===== config.mk =====
export PLATFORM = sky130hd
export DESIGN_NAME = lsu_bus_sequencer_flat
export DESIGN_NICKNAME = d
export VERILOG_FILES = /design/src/rtl/lsu_bus_sequencer_if.sv /design/src/rtl/lsu_bus_sequencer.sv /design/src/flat_wrapper.sv
export SDC_FILE = /design/constraint.sdc
export NUM_CORES = 1
export LEC_CHECK = 0
export ABC_AREA = 1
export CORE_MARGIN = 8
export CORE_UTILIZATION = 39
export CTS_CLUSTER_SIZE = 8
export DETAILED_ROUTE_END_ITERATION = 16
export PLACE_DENSITY = 0.88
export SYNTH_ARGS = -nofsm -noshare
export SYNTH_HDL_FRONTEND = slang
export SYNTH_SLANG_ARGS = --single-unit

===== constraint.sdc =====
create_clock -name clk -period 1.5 [get_ports clk]
set_input_delay 0.3 -clock clk [delete_from_list [all_inputs] [get_ports clk]]
set_output_delay 0.3 -clock clk [all_outputs]
set_load 0.02 [all_outputs]

===== src/rtl/lsu_bus_sequencer_if.sv =====
// Valid/ready data-memory bus between the load/store sequencer (master) and memory (slave).
interface lsu_bus_sequencer_if;
  logic        bus_req;
  logic        bus_we;
  logic [31:0] bus_addr;
  logic [3:0]  bus_be;
  logic [31:0] bus_wdata;
  logic        bus_err;
  logic        bus_gnt;
  logic        bus_rvalid;
  logic [31:0] bus_rdata;

  modport master (
    output bus_req, bus_we, bus_addr, bus_be, bus_wdata, bus_err,
    input  bus_gnt, bus_rvalid, bus_rdata
  );

  modport slave (
    input  bus_req, bus_we, bus_addr, bus_be, bus_wdata, bus_err,
    output bus_gnt, bus_rvalid, bus_rdata
  );
endinterface


===== src/rtl/lsu_bus_sequencer.sv =====
// Multi-cycle load/store sequencer: decoder memory controls -> valid/ready bus, stalls until done.
// Optional bus wait timeout enabled by defining LSU_TIMEOUT_EN.
module lsu_bus_sequencer #(
  parameter int TIMEOUT_CYCLES = 255,
  parameter int CNT_W          = 8
) (
  input  logic        clk,
  input  logic        rst_n,
  input  logic        rd_en_i,
  input  logic        wr_en_i,
  input  logic [2:0]  mem_acc_mode_i,
  input  logic [31:0] addr_i,
  input  logic [31:0] wdata_i,
  output logic        stall_o,
  output logic [31:0] load_data_o,
  output logic        misalign_ld_o,
  output logic        misalign_st_o,
  lsu_bus_sequencer_if.master bus
);

  if (TIMEOUT_CYCLES < 1 || TIMEOUT_CYCLES >= (1 << CNT_W)) begin : g_bad_cfg
    $error("TIMEOUT_CYCLES must be in 1 .. 2**CNT_W-1");
  end

  typedef enum logic [1:0] {IDLE, REQ, WAIT_R, DONE} state_t;

  state_t      state_q;
  logic        bus_req_q, bus_we_q;
  logic [31:0] bus_addr_q, bus_wdata_q, load_data_q;
  logic [3:0]  bus_be_q;
  logic [2:0]  mode_q;
  logic [1:0]  off_q;

  logic        vld_ld, vld_st, is_half, is_word, mis, go, timeout_take;
  logic [3:0]  be_d;
  logic [31:0] wdata_d, ld_fmt_d;
  logic [7:0]  lane_b;
  logic [15:0] lane_h;

  assign vld_ld  = rd_en_i & ~wr_en_i & (mem_acc_mode_i <= 3'b100);
  assign vld_st  = wr_en_i & ~rd_en_i & (mem_acc_mode_i <= 3'b010);
  assign is_half = (mem_acc_mode_i == 3'b001) | (mem_acc_mode_i == 3'b100);
  assign is_word = (mem_acc_mode_i == 3'b010);
  assign mis     = (is_half & addr_i[0]) | (is_word & (addr_i[1:0] != 2'b00));

  assign misalign_ld_o = (state_q == IDLE) & vld_ld & mis;
  assign misalign_st_o = (state_q == IDLE) & vld_st & mis;
  assign go            = (state_q == IDLE) & (vld_ld | vld_st) & ~mis;
  assign stall_o       = go | (state_q == REQ) | (state_q == WAIT_R);

  always_comb begin
    be_d    = 4'b1111;
    wdata_d = wdata_i;
    case (mem_acc_mode_i)
      3'b000, 3'b011: be_d = 4'b0001 << addr_i[1:0];
      3'b001, 3'b100: be_d = 4'b0011 << addr_i[1:0];
      default:        be_d = 4'b1111;
    endcase
    case (mem_acc_mode_i)
      3'b000:  wdata_d = {4{wdata_i[7:0]}};
      3'b001:  wdata_d = {2{wdata_i[15:0]}};
      default: wdata_d = wdata_i;
    endcase
  end

  // Lane selection uses the offset captured at issue, not the live address.
  always_comb begin
    lane_b = bus.bus_rdata[7:0];
    case (off_q)
      2'd1:    lane_b = bus.bus_rdata[15:8];
      2'd2:    lane_b = bus.bus_rdata[23:16];
      2'd3:    lane_b = bus.bus_rdata[31:24];
      default: lane_b = bus.bus_rdata[7:0];
    endcase
    lane_h = off_q[1] ? bus.bus_rdata[31:16] : bus.bus_rdata[15:0];
    case (mode_q)
      3'b000:  ld_fmt_d = {{24{lane_b[7]}}, lane_b};
      3'b011:  ld_fmt_d = {24'h0, lane_b};
      3'b001:  ld_fmt_d = {{16{lane_h[15]}}, lane_h};
      3'b100:  ld_fmt_d = {16'h0, lane_h};
      default: ld_fmt_d = bus.bus_rdata;
    endcase
  end

`ifdef LSU_TIMEOUT_EN
  logic [CNT_W-1:0] cnt_q;
  logic             bus_err_q;
  localparam logic [CNT_W-1:0] CNT_LAST = CNT_W'(TIMEOUT_CYCLES - 1);

  // A handshake in the same cycle as expiry wins over the timeout.
  assign timeout_take = (cnt_q == CNT_LAST) &
                        (((state_q == REQ) & ~bus.bus_gnt) | ((state_q == WAIT_R) & ~bus.bus_rvalid));
  assign bus.bus_err  = bus_err_q;
`else
  assign timeout_take = 1'b0;
  assign bus.bus_err  = 1'b0;
`endif

  always_ff @(posedge clk) begin
    if (!rst_n) begin
      state_q     <= IDLE;
      bus_req_q   <= 1'b0;
      bus_we_q    <= 1'b0;
      bus_addr_q  <= '0;
      bus_be_q    <= '0;
      bus_wdata_q <= '0;
      load_data_q <= '0;
      mode_q      <= 3'b111;
      off_q       <= '0;
`ifdef LSU_TIMEOUT_EN
      cnt_q       <= '0;
      bus_err_q   <= 1'b0;
`endif
    end else begin
      case (state_q)
        IDLE: if (go) begin
          bus_req_q   <= 1'b1;
          bus_we_q    <= vld_st;
          bus_addr_q  <= {addr_i[31:2], 2'b00};
          bus_be_q    <= be_d;
          bus_wdata_q <= wdata_d;
          mode_q      <= mem_acc_mode_i;
          off_q       <= addr_i[1:0];
          state_q     <= REQ;
        end
        REQ: if (bus.bus_gnt) begin
          bus_req_q <= 1'b0;
          state_q   <= bus_we_q ? DONE : WAIT_R;
        end else if (timeout_take) begin
          bus_req_q <= 1'b0;
          state_q   <= DONE;
          if (!bus_we_q) load_data_q <= '0;
        end
        WAIT_R: if (bus.bus_rvalid) begin
          load_data_q <= ld_fmt_d;
          state_q     <= DONE;
        end else if (timeout_take) begin
          load_data_q <= '0;
          state_q     <= DONE;
        end
        default: state_q <= IDLE;
      endcase
`ifdef LSU_TIMEOUT_EN
      cnt_q     <= ((state_q == REQ) || (state_q == WAIT_R)) ? cnt_q + 1'b1 : '0;
      bus_err_q <= timeout_take;
`endif
    end
  end

  assign bus.bus_req   = bus_req_q;
  assign bus.bus_we    = bus_we_q;
  assign bus.bus_addr  = bus_addr_q;
  assign bus.bus_be    = bus_be_q;
  assign bus.bus_wdata = bus_wdata_q;
  assign load_data_o   = load_data_q;

endmodule


===== src/flat_wrapper.sv =====
// flat-port wrapper written by rule: the top's interface ports become plain ports
module lsu_bus_sequencer_flat 
#(
  parameter int TIMEOUT_CYCLES = 255,
  parameter int CNT_W          = 8
)
  (clk, rst_n, rd_en_i, wr_en_i, mem_acc_mode_i, addr_i, wdata_i, stall_o, load_data_o, misalign_ld_o, misalign_st_o, bus_bus_req, bus_bus_we, bus_bus_addr, bus_bus_be, bus_bus_wdata, bus_bus_err, bus_bus_gnt, bus_bus_rvalid, bus_bus_rdata);
  lsu_bus_sequencer_if bus_i ();
  input  logic clk;
  input  logic rst_n;
  input  logic rd_en_i;
  input  logic wr_en_i;
  input  logic [2:0] mem_acc_mode_i;
  input  logic [31:0] addr_i;
  input  logic [31:0] wdata_i;
  output logic stall_o;
  output logic [31:0] load_data_o;
  output logic misalign_ld_o;
  output logic misalign_st_o;
  output wire logic [$bits(bus_i.bus_req)-1:0] bus_bus_req;
  output wire logic [$bits(bus_i.bus_we)-1:0] bus_bus_we;
  output wire logic [$bits(bus_i.bus_addr)-1:0] bus_bus_addr;
  output wire logic [$bits(bus_i.bus_be)-1:0] bus_bus_be;
  output wire logic [$bits(bus_i.bus_wdata)-1:0] bus_bus_wdata;
  output wire logic [$bits(bus_i.bus_err)-1:0] bus_bus_err;
  input wire logic [$bits(bus_i.bus_gnt)-1:0] bus_bus_gnt;
  input wire logic [$bits(bus_i.bus_rvalid)-1:0] bus_bus_rvalid;
  input wire logic [$bits(bus_i.bus_rdata)-1:0] bus_bus_rdata;
  assign bus_bus_req = bus_i.bus_req;
  assign bus_bus_we = bus_i.bus_we;
  assign bus_bus_addr = bus_i.bus_addr;
  assign bus_bus_be = bus_i.bus_be;
  assign bus_bus_wdata = bus_i.bus_wdata;
  assign bus_bus_err = bus_i.bus_err;
  assign bus_i.bus_gnt = bus_bus_gnt;
  assign bus_i.bus_rvalid = bus_bus_rvalid;
  assign bus_i.bus_rdata = bus_bus_rdata;
  lsu_bus_sequencer #(.TIMEOUT_CYCLES(TIMEOUT_CYCLES), .CNT_W(CNT_W)) u_core (.clk(clk), .rst_n(rst_n), .rd_en_i(rd_en_i), .wr_en_i(wr_en_i), .mem_acc_mode_i(mem_acc_mode_i), .addr_i(addr_i), .wdata_i(wdata_i), .stall_o(stall_o), .load_data_o(load_data_o), .misalign_ld_o(misalign_ld_o), .misalign_st_o(misalign_st_o), .bus(bus_i));
endmodule

==> results of run 1 <==
metal layers:
| layer | share of wire (%) | vias to the layer above | GRT usage, % |
|---|---|---|---|
| li1 | - | 2848 | - |
| met1 | 40 | 2708 | 26.1 |
| met2 | 49 | 261 | 36.5 |
| met3 | 8.6 | 49 | 5.46 |
| met4 | 3.2 | 0 | 10.5 |
| met5 | 0 | - | 0 |
synth_stat cells, drive strengths merged, types with 2 or more instances:
| cell type | n | area (sq um) |
|---|---|---|
| o21ai | 132 | 661 |
| clkbuf | 25 | 93.8 |
| nand2 | 95 | 382 |
| clkinv | 2 | 7.51 |
| nor2 | 163 | 619 |
| nand4 | 9 | 56.3 |
| dfxtp | 107 | 2140 |
| ha | 4 | 50.1 |
| a21oi | 41 | 216 |
| mux2i | 8 | 80.1 |
| nand3 | 8 | 40.0 |
| buf | 20 | 145 |
| inv | 85 | 319 |
| o211ai | 25 | 193 |
worst min-delay path by stage:
stage                                            start                                 end  depth (start not counted)
global placement    u_core.load_data_o[2]$_SDFFE_PN0P_  u_core.load_data_o[2]$_SDFFE_PN0P_                          2
floorplan                u_core.mode_q[2]$_SDFFE_PN1P_       u_core.mode_q[2]$_SDFFE_PN1P_                          2
detailed placement  u_core.load_data_o[2]$_SDFFE_PN0P_  u_core.load_data_o[2]$_SDFFE_PN0P_                          2
global route                                     rst_n   u_core.bus.bus_be[2]$_SDFFE_PN0P_                          3
finish                                           rst_n   u_core.bus.bus_be[2]$_SDFFE_PN0P_                          3
CTS                                              rst_n   u_core.bus.bus_be[2]$_SDFFE_PN0P_                          3
sequential cells by signal, summed over array words and instances, names as in the netlist:
| signal | count |
|---|---|
| u_core.load_data_o | 32 |
| u_core.mode_q | 3 |
| u_core.bus.bus_req | 1 |
| u_core.bus.bus_we | 1 |
| u_core.state_q | 2 |
| u_core.bus.bus_wdata | 32 |
| u_core.off_q | 2 |
| u_core.bus.bus_be | 4 |
| u_core.bus.bus_addr | 30 |
layout make-up:
class,instances,area (sq um)
sequential,107,2150
inverter,87,364
timing repair inverter,2,16.3
clock buffer,11,253
multi-input combinational,492,2840
antenna,2,5.00
timing repair buffer,278,2830
tap,172,215
clock inverter,5,60.1
fill,1017,3890
per-stage QoR:
stage | instance area [sq um] | hold slack (ns) | power, uW
floorplan | 5080 | 0.446 | 5780
global placement | 7630 | 0.454 | 7560
detailed placement | 7630 | 0.464 | 7670
CTS | 8220 | 0.333 | 10400
global route | 8730 | 0.364 | 11500
finish | 8730 | 0.362 | 10900
kinds of logic (layout without fill, tap and decap cells):
family / after synthesis / count (layout) / share of synthesized area (%)
AND/OR/NAND/NOR: 277 / 277 / 22.0
AO/OA/AOI/OAI: 200 / 200 / 21.5
buffers and inverters: 132 / 383 / 11.2
flip-flops: 107 / 107 / 42.5
multiplexers: 8 / 8 / 1.59
adder cells (fa/ha/maj): 4 / 4 / 0.994
other: 1 / 5 / 0.0745
worst register-to-register path, delay by kind of cell (launching register included):
family                   cells  cell delay [ns]
AO/OA/AOI/OAI                3             0.29
flip-flops                   1             0.33
buffers and inverters        5             0.59
AND/OR/NAND/NOR              4             0.29
adder cells (fa/ha/maj)      1             0.16
power by group through the flow:
stage | sequential (uW) | clock (uW) | combinational [uW]
final | 3610 | 2470 | 4850
after global routing | 3670 | 2630 | 5210
after CTS | 3560 | 2520 | 4320
after detailed placement | 3620 | 0 | 4050
after global placement | 3600 | 0 | 3960
after floorplan | 4120 | 0 | 1660
timing repair:
item | CTS | global route
endpoints found under the hold margin | 0 | 0
setup buffers | 4 | 2
pin swaps | 3 | 11
gates cloned | 6 | 9
setup endpoints to repair | 210 | 109
resized for setup | 238 | 133
==> qor.yml, run 1 <==
yosys:
  count_of_flip_flops_with_a_built_in_enable_after_synthesis: 0
  netlist_area_sq_um: 5030
  synth.ff_latch_count: 107
  synth-async-reset-ratio_pct: 0
  yosys_warnings: 0
  post_synth_inst_count: 729
  synth_area_per_cell_sq_um: 6.91
  synth-main-ff-cell: "sky130_fd_sc_hd__dfxtp_1"
  synth_cell_type_count: 28
  synth.yosys.seq_area_share_pct: 42.5
die:
  io_pins: 211
  die_w_um: 130
  die_h_um: 130
  core_area_sq_um: 12600
  floorplan.initialDensity_pct: 39.9
  design.die.area_sq_um: 16800
  core.rowCount: 41
setup_path:
  critical_path.reg2reg.startpoint: "u_core.state_q[0]$_SDFFE_PN0P_"
  critical_path.slowest_cell: "sky130_fd_sc_hd__dfxtp_2"
  timing.critical_path.required_ns: 1.20
  critical_path_peak_fanout: 2
  crit_start: "u_core.state_q[0]$_SDFFE_PN0P_"
  crit_buf_inv: 3
  cp_cell_sequence: "inv_2 > ha_4 > nand2_4 > nor2_4 > o21ai_2 > buf_4 > nor2_4 > buf_6"
  worstSetupEndpointType: "output pin"
  critical_path.most_common_cell: "sky130_fd_sc_hd__nor2_4"
  worst_setup_path_endpoint: "misalign_ld_o"
  worst_path_arrival_time_ns: 1.48
  setup.worst_path.start_class: "flop"
  reg2reg_depth: 13
  crit_family: "flip-flops"
  cp_num_cells: 8
  cpPeakStageDelay_ns: 0.33
  reg2reg_setup_slack_ns: -0.24
  rr_endpoint: "u_core.bus.bus_be[2]$_SDFFE_PN0P_"
  critPathKind: "flop to output pin"
sta:
  setup_viol_count_final: 78
  rsz0062_at_grt: "true"
  report.final.slew_viol_count: 0
  hold_violations: 0
  finalClockSkew_ns: 0.00611
  timing.final.crit_share_pct: 119
  timing.fmax_ghz: 0.562
  setup-tns-final_ns: -13.86
  fin_crit_ns: 1.78
  final.setup.worst_slack_ns: -0.279
clock_tree:
  cts_sink_count: 107
  tritoncts: "yes"
  post_cts_hold_buffer_count: 0
  latest_clock_arrival_within_the_worst_skew_pair_ns: 0.34
  cts_h_tree_lvls: 3
  cts-buffers-inserted: 9
  clock_buffer_depth: 2
  clkSlewWorstSetupHoldPaths_ns: 0.07
  cts_root_buffer: "sky130_fd_sc_hd__clkbuf_16"
routing:
  routed_via_density: 5.07
  detailedRoute.firstIterationViolations: 384
  avgRoutedWirePerCell_um: 17.4
  route.detailed.drc: 0
  residual_antenna_violating_net_count_after_detailed_routing: 0
  wirelength_mm: 20.2
  drt-pass1-iter-count: 5
  detailroute.via_count: 5866
cells_and_area:
  area.growth.synth_to_final_pct: 73.4
  layout.core_utilization_pct: 69.2
  drive_above_1_share_pct: 23.1
  nNetsFinal: 1086
  layout_common_cells: "sky130_fd_sc_hd__nor2_1 (119), sky130_fd_sc_hd__dlygate4sd2_1 (104), sky130_fd_sc_hd__dfxtp_1 (102), sky130_fd_sc_hd__clkdlybuf4s50_1 (98), sky130_fd_sc_hd__nand2_1 (83)"
  layout.cells.non_filler: 1156
  layout_commonest_cell: "sky130_fd_sc_hd__nor2_1"
grt:
  groute.usage.overall_pct: 22.0
  antenna_found_initial: 2
  globalRouteOverflowTotal: 0
  first_pass_grt_wire_length_mm: 29.0
  grt_max_degree: 59
  grt_pass1_vias: 5445
pwr:
  cell_int_power_uw: 6880
  ir_drop_worst_case_vdd_mv: 0.885
  power_per_cell_area_nw_per_um2: 1250
  total_leakage_power_uw: 0.00415
  switching_share_pct: 37.1
  clkPwrFrac_pct: 22.6
  power.sequential.fraction_pct: 33.1
  switching_pwr_uw: 4050
  p_comb_share_pct: 44.3
outcome:
  violations: "setup timing"
  status: "finished with violations"
place:
  portBuffers: 207
  post-place-cells: 1120
  dpl_worst_slack_ns: -0.962
  dp_hpwl_mm: 13.1
  gpl.final_weighted_congestion: 0.897
worst_hold_path:
  min-delay-path-class: "primary input to flop"
job:
  max_cap_viol_count: 0
Power figures use the tool's default switching activity.
==> inputs of run 2 (changes only) <==
--- a/config.mk
+++ b/config.mk
@@ -8,6 +8,8 @@
 export ABC_AREA = 1
 export CORE_MARGIN = 8
 export CORE_UTILIZATION = 39
+export CTS_BUF_LIST = sky130_fd_sc_hd__clkbuf_8 sky130_fd_sc_hd__clkbuf_16
+export CTS_CLUSTER_DIAMETER = 200
 export CTS_CLUSTER_SIZE = 8
 export DETAILED_ROUTE_END_ITERATION = 16
 export PLACE_DENSITY = 0.88
==> results of run 2 <==
Final layout, timing and power as in run 1 (identical DEF).
==> inputs of run 3 (changes only) <==
--- a/config.mk
+++ b/config.mk
@@ -13,6 +13,7 @@
 export CTS_CLUSTER_SIZE = 8
 export DETAILED_ROUTE_END_ITERATION = 16
 export PLACE_DENSITY = 0.88
+export REMOVE_ABC_BUFFERS = 1
 export SYNTH_ARGS = -nofsm -noshare
 export SYNTH_HDL_FRONTEND = slang
 export SYNTH_SLANG_ARGS = --single-unit
==> run 3 against run 2 <==
Net effect: the flow still finishes with violations (setup timing); largest power group unchanged; count of clock-buffer cells in the layout down 2; final cell count increased by 1.3%; routed wire length increased by 20%; clock skew grew 0.0023 ns; clock power decreased by 3%; hold slack got worse by 0.044 ns; total power rose by 11%; die area is the same; combinational power up 24%; highest routed layer unchanged; sequential share of layout area down 2.1 points; final area rose by 9.7%; global-route usage rose by 3.0 points.
==> qor.yml, run 3 (synthesis gave the netlist of run 1 again) <==
grt:
  grt_pass1_vias: 6124
  globalRoute.busiestLayer: "met2"
  globalRouteOverflowTotal: 0
  groute.usage.overall_pct: 25.0
  grt_max_degree: 44
  antenna_found_initial: 0
  grt_util_met3_pct: 7.44
  globalRouteMet2Util_pct: 43.5
  global_routing_met1_resource_utilization_pct: 26.5
  first_pass_grt_wire_length_mm: 32.5
sta:
  final.setup.worst_slack_ns: -0.504
  report.final.slew_viol_count: 0
  fin_crit_ns: 2.00
  rsz0062_at_grt: "true"
  finalClockSkew_ns: 0.00837
  timing.fmax_ghz: 0.499
  setup_viol_count_final: 103
  timing.final.crit_share_pct: 134
  hold_violations: 0
die:
  design.die.area_sq_um: 16800
  die_h_um: 130
  floorplan.initialDensity_pct: 39.9
  core_area_sq_um: 12600
  die_w_um: 130
  core.rowCount: 41
  io_pins: 211
clock_tree:
  clkSlewWorstSetupHoldPaths_ns: 0.08
  latest_clock_arrival_within_the_worst_skew_pair_ns: 0.36
  cts-buffers-inserted: 9
  cts_root_buffer: "sky130_fd_sc_hd__clkbuf_16"
  clock_buffer_depth: 2
  cts_sink_count: 107
  tritoncts: "yes"
  cts_h_tree_lvls: 3
pwr:
  total_leakage_power_uw: 0.00445
  power.total_uw: 12200
  power_per_cell_area_nw_per_um2: 1270
  ir_drop_worst_case_vdd_mv: 0.867
setup_path:
  worstSetupEndpointType: "flop"
  worst_path_arrival_time_ns: 2.26
  setup.worst_path.start_class: "flop"
  timing.critical_path.required_ns: 1.76
  critPathKind: "flop to flop"
  critical_path_peak_fanout: 6
routing:
  wirelength_mm: 24.2
  avgRoutedWirePerCell_um: 20.6
  detailedRoute.firstIterationViolations: 657
  drt-pass1-iter-count: 6
  route.detailed.drc: 0
  residual_antenna_violating_net_count_after_detailed_routing: 0
  detailroute.via_count: 6376
  routed_via_density: 5.44
cells_and_area:
  area.growth.synth_to_final_pct: 90.2
  layout_common_cells: "sky130_fd_sc_hd__dlygate4sd2_1 (102), sky130_fd_sc_hd__dfxtp_1 (101), sky130_fd_sc_hd__clkdlybuf4s50_1 (98), sky130_fd_sc_hd__inv_1 (80), sky130_fd_sc_hd__nand2_1 (80)"
  layout_commonest_cell: "sky130_fd_sc_hd__dlygate4sd2_1"
  nNetsFinal: 1103
  postLayoutCellArea_sq_um: 9580
  number_of_antenna_repair_diodes: 0
  drive_above_1_share_pct: 31.0
outcome:
  status: "finished with violations"
  violations: "setup timing"
worst_hold_path:
  min-delay-path-class: "primary input to flop"
place:
  dp_hpwl_mm: 13.1
  portBuffers: 207
  gpl.final_weighted_congestion: 0.882
  post_dp_cell_area_sq_um: 7600
job:
  max_cap_viol_count: 0
-- run 3: final timing paths --
check                                          start                                    end  slack [ns]  depth (start not counted)
setup / recovery      u_core.state_q[0]$_SDFFE_PN0P_  u_core.bus.bus_wdata[27]$_SDFFE_PN0P_       -0.50                         13
hold / removal                                 rst_n  u_core.bus.bus_wdata[12]$_SDFFE_PN0P_        0.32                          3
setup reg to reg      u_core.state_q[0]$_SDFFE_PN0P_  u_core.bus.bus_wdata[27]$_SDFFE_PN0P_       -0.50                         13
hold reg to reg   u_core.load_data_o[2]$_SDFFE_PN0P_     u_core.load_data_o[2]$_SDFFE_PN0P_        0.47                          2
-- run 3: power by group --
part	internal, uW	leakage [uW]	switching (uW)
logic	2810	0.00344	3210
clock network	1160	0.000140	1230
registers	3320	0.000874	430
-- run 3: area by class of cell --
| cell class | count | area, sq um |
|---|---|---|
| inverter | 87 | 373 |
| timing repair inverter | 3 | 51.3 |
| multi-input combinational | 492 | 3310 |
| clock buffer | 9 | 225 |
| fill | 820 | 3040 |
| clock inverter | 7 | 61.3 |
| tap | 172 | 215 |
| sequential | 107 | 2150 |
| timing repair buffer | 294 | 3190 |
-- run 3: critical path, cell delays in order (launching register included) --
cell and delay (ns):
sky130_fd_sc_hd__dfxtp_2 0.34, sky130_fd_sc_hd__inv_2 0.05, sky130_fd_sc_hd__ha_4 0.16, sky130_fd_sc_hd__nand2_1 0.05, sky130_fd_sc_hd__nor2_1 0.06, sky130_fd_sc_hd__o21ai_1 0.16, sky130_fd_sc_hd__nand2_1 0.17, sky130_fd_sc_hd__nand2_4 0.11
sky130_fd_sc_hd__buf_6 0.14, sky130_fd_sc_hd__buf_16 0.19, sky130_fd_sc_hd__clkinv_16 0.10, sky130_fd_sc_hd__buf_12 0.16, sky130_fd_sc_hd__o21ai_2 0.15, sky130_fd_sc_hd__a21oi_2 0.05
-- run 3: per-stage QoR --
stage / setup slack, ns / hold slack, ns / TNS [ns] / instances / util (%)
4_1_cts: -0.299 / 0.271 / -18.35 / 1165 / 69.5
3_3_place_gp: -0.935 / 0.452 / -67.96 / 1122 / 60.2
3_5_place_dp: -0.951 / 0.462 / -71.05 / 1122 / 60.2
5_1_grt: -0.550 / 0.313 / -39.37 / 1171 / 75.9
2_1_floorplan: -0.798 / 0.375 / -63.75 / 686 / -
6_report: -0.504 / 0.318 / -33.63 / 1171 / 75.9
-- run 3: repair_timing --
action,4_1_cts,5_1_grt
hold buffers,0,0
pin swaps,11,35
endpoints found under the hold margin,0,0
gates cloned,19,6
setup endpoints to repair,210,110
setup buffers,8,7
gates resized for setup,339,220
-- run 3: routing by layer --
layer / wire length (um) / up-vias
li1: - / 2886
met1: 8450 / 2997
met2: 12100 / 393
met3: 2300 / 100
met4: 1250 / 0
met5: 0 / -
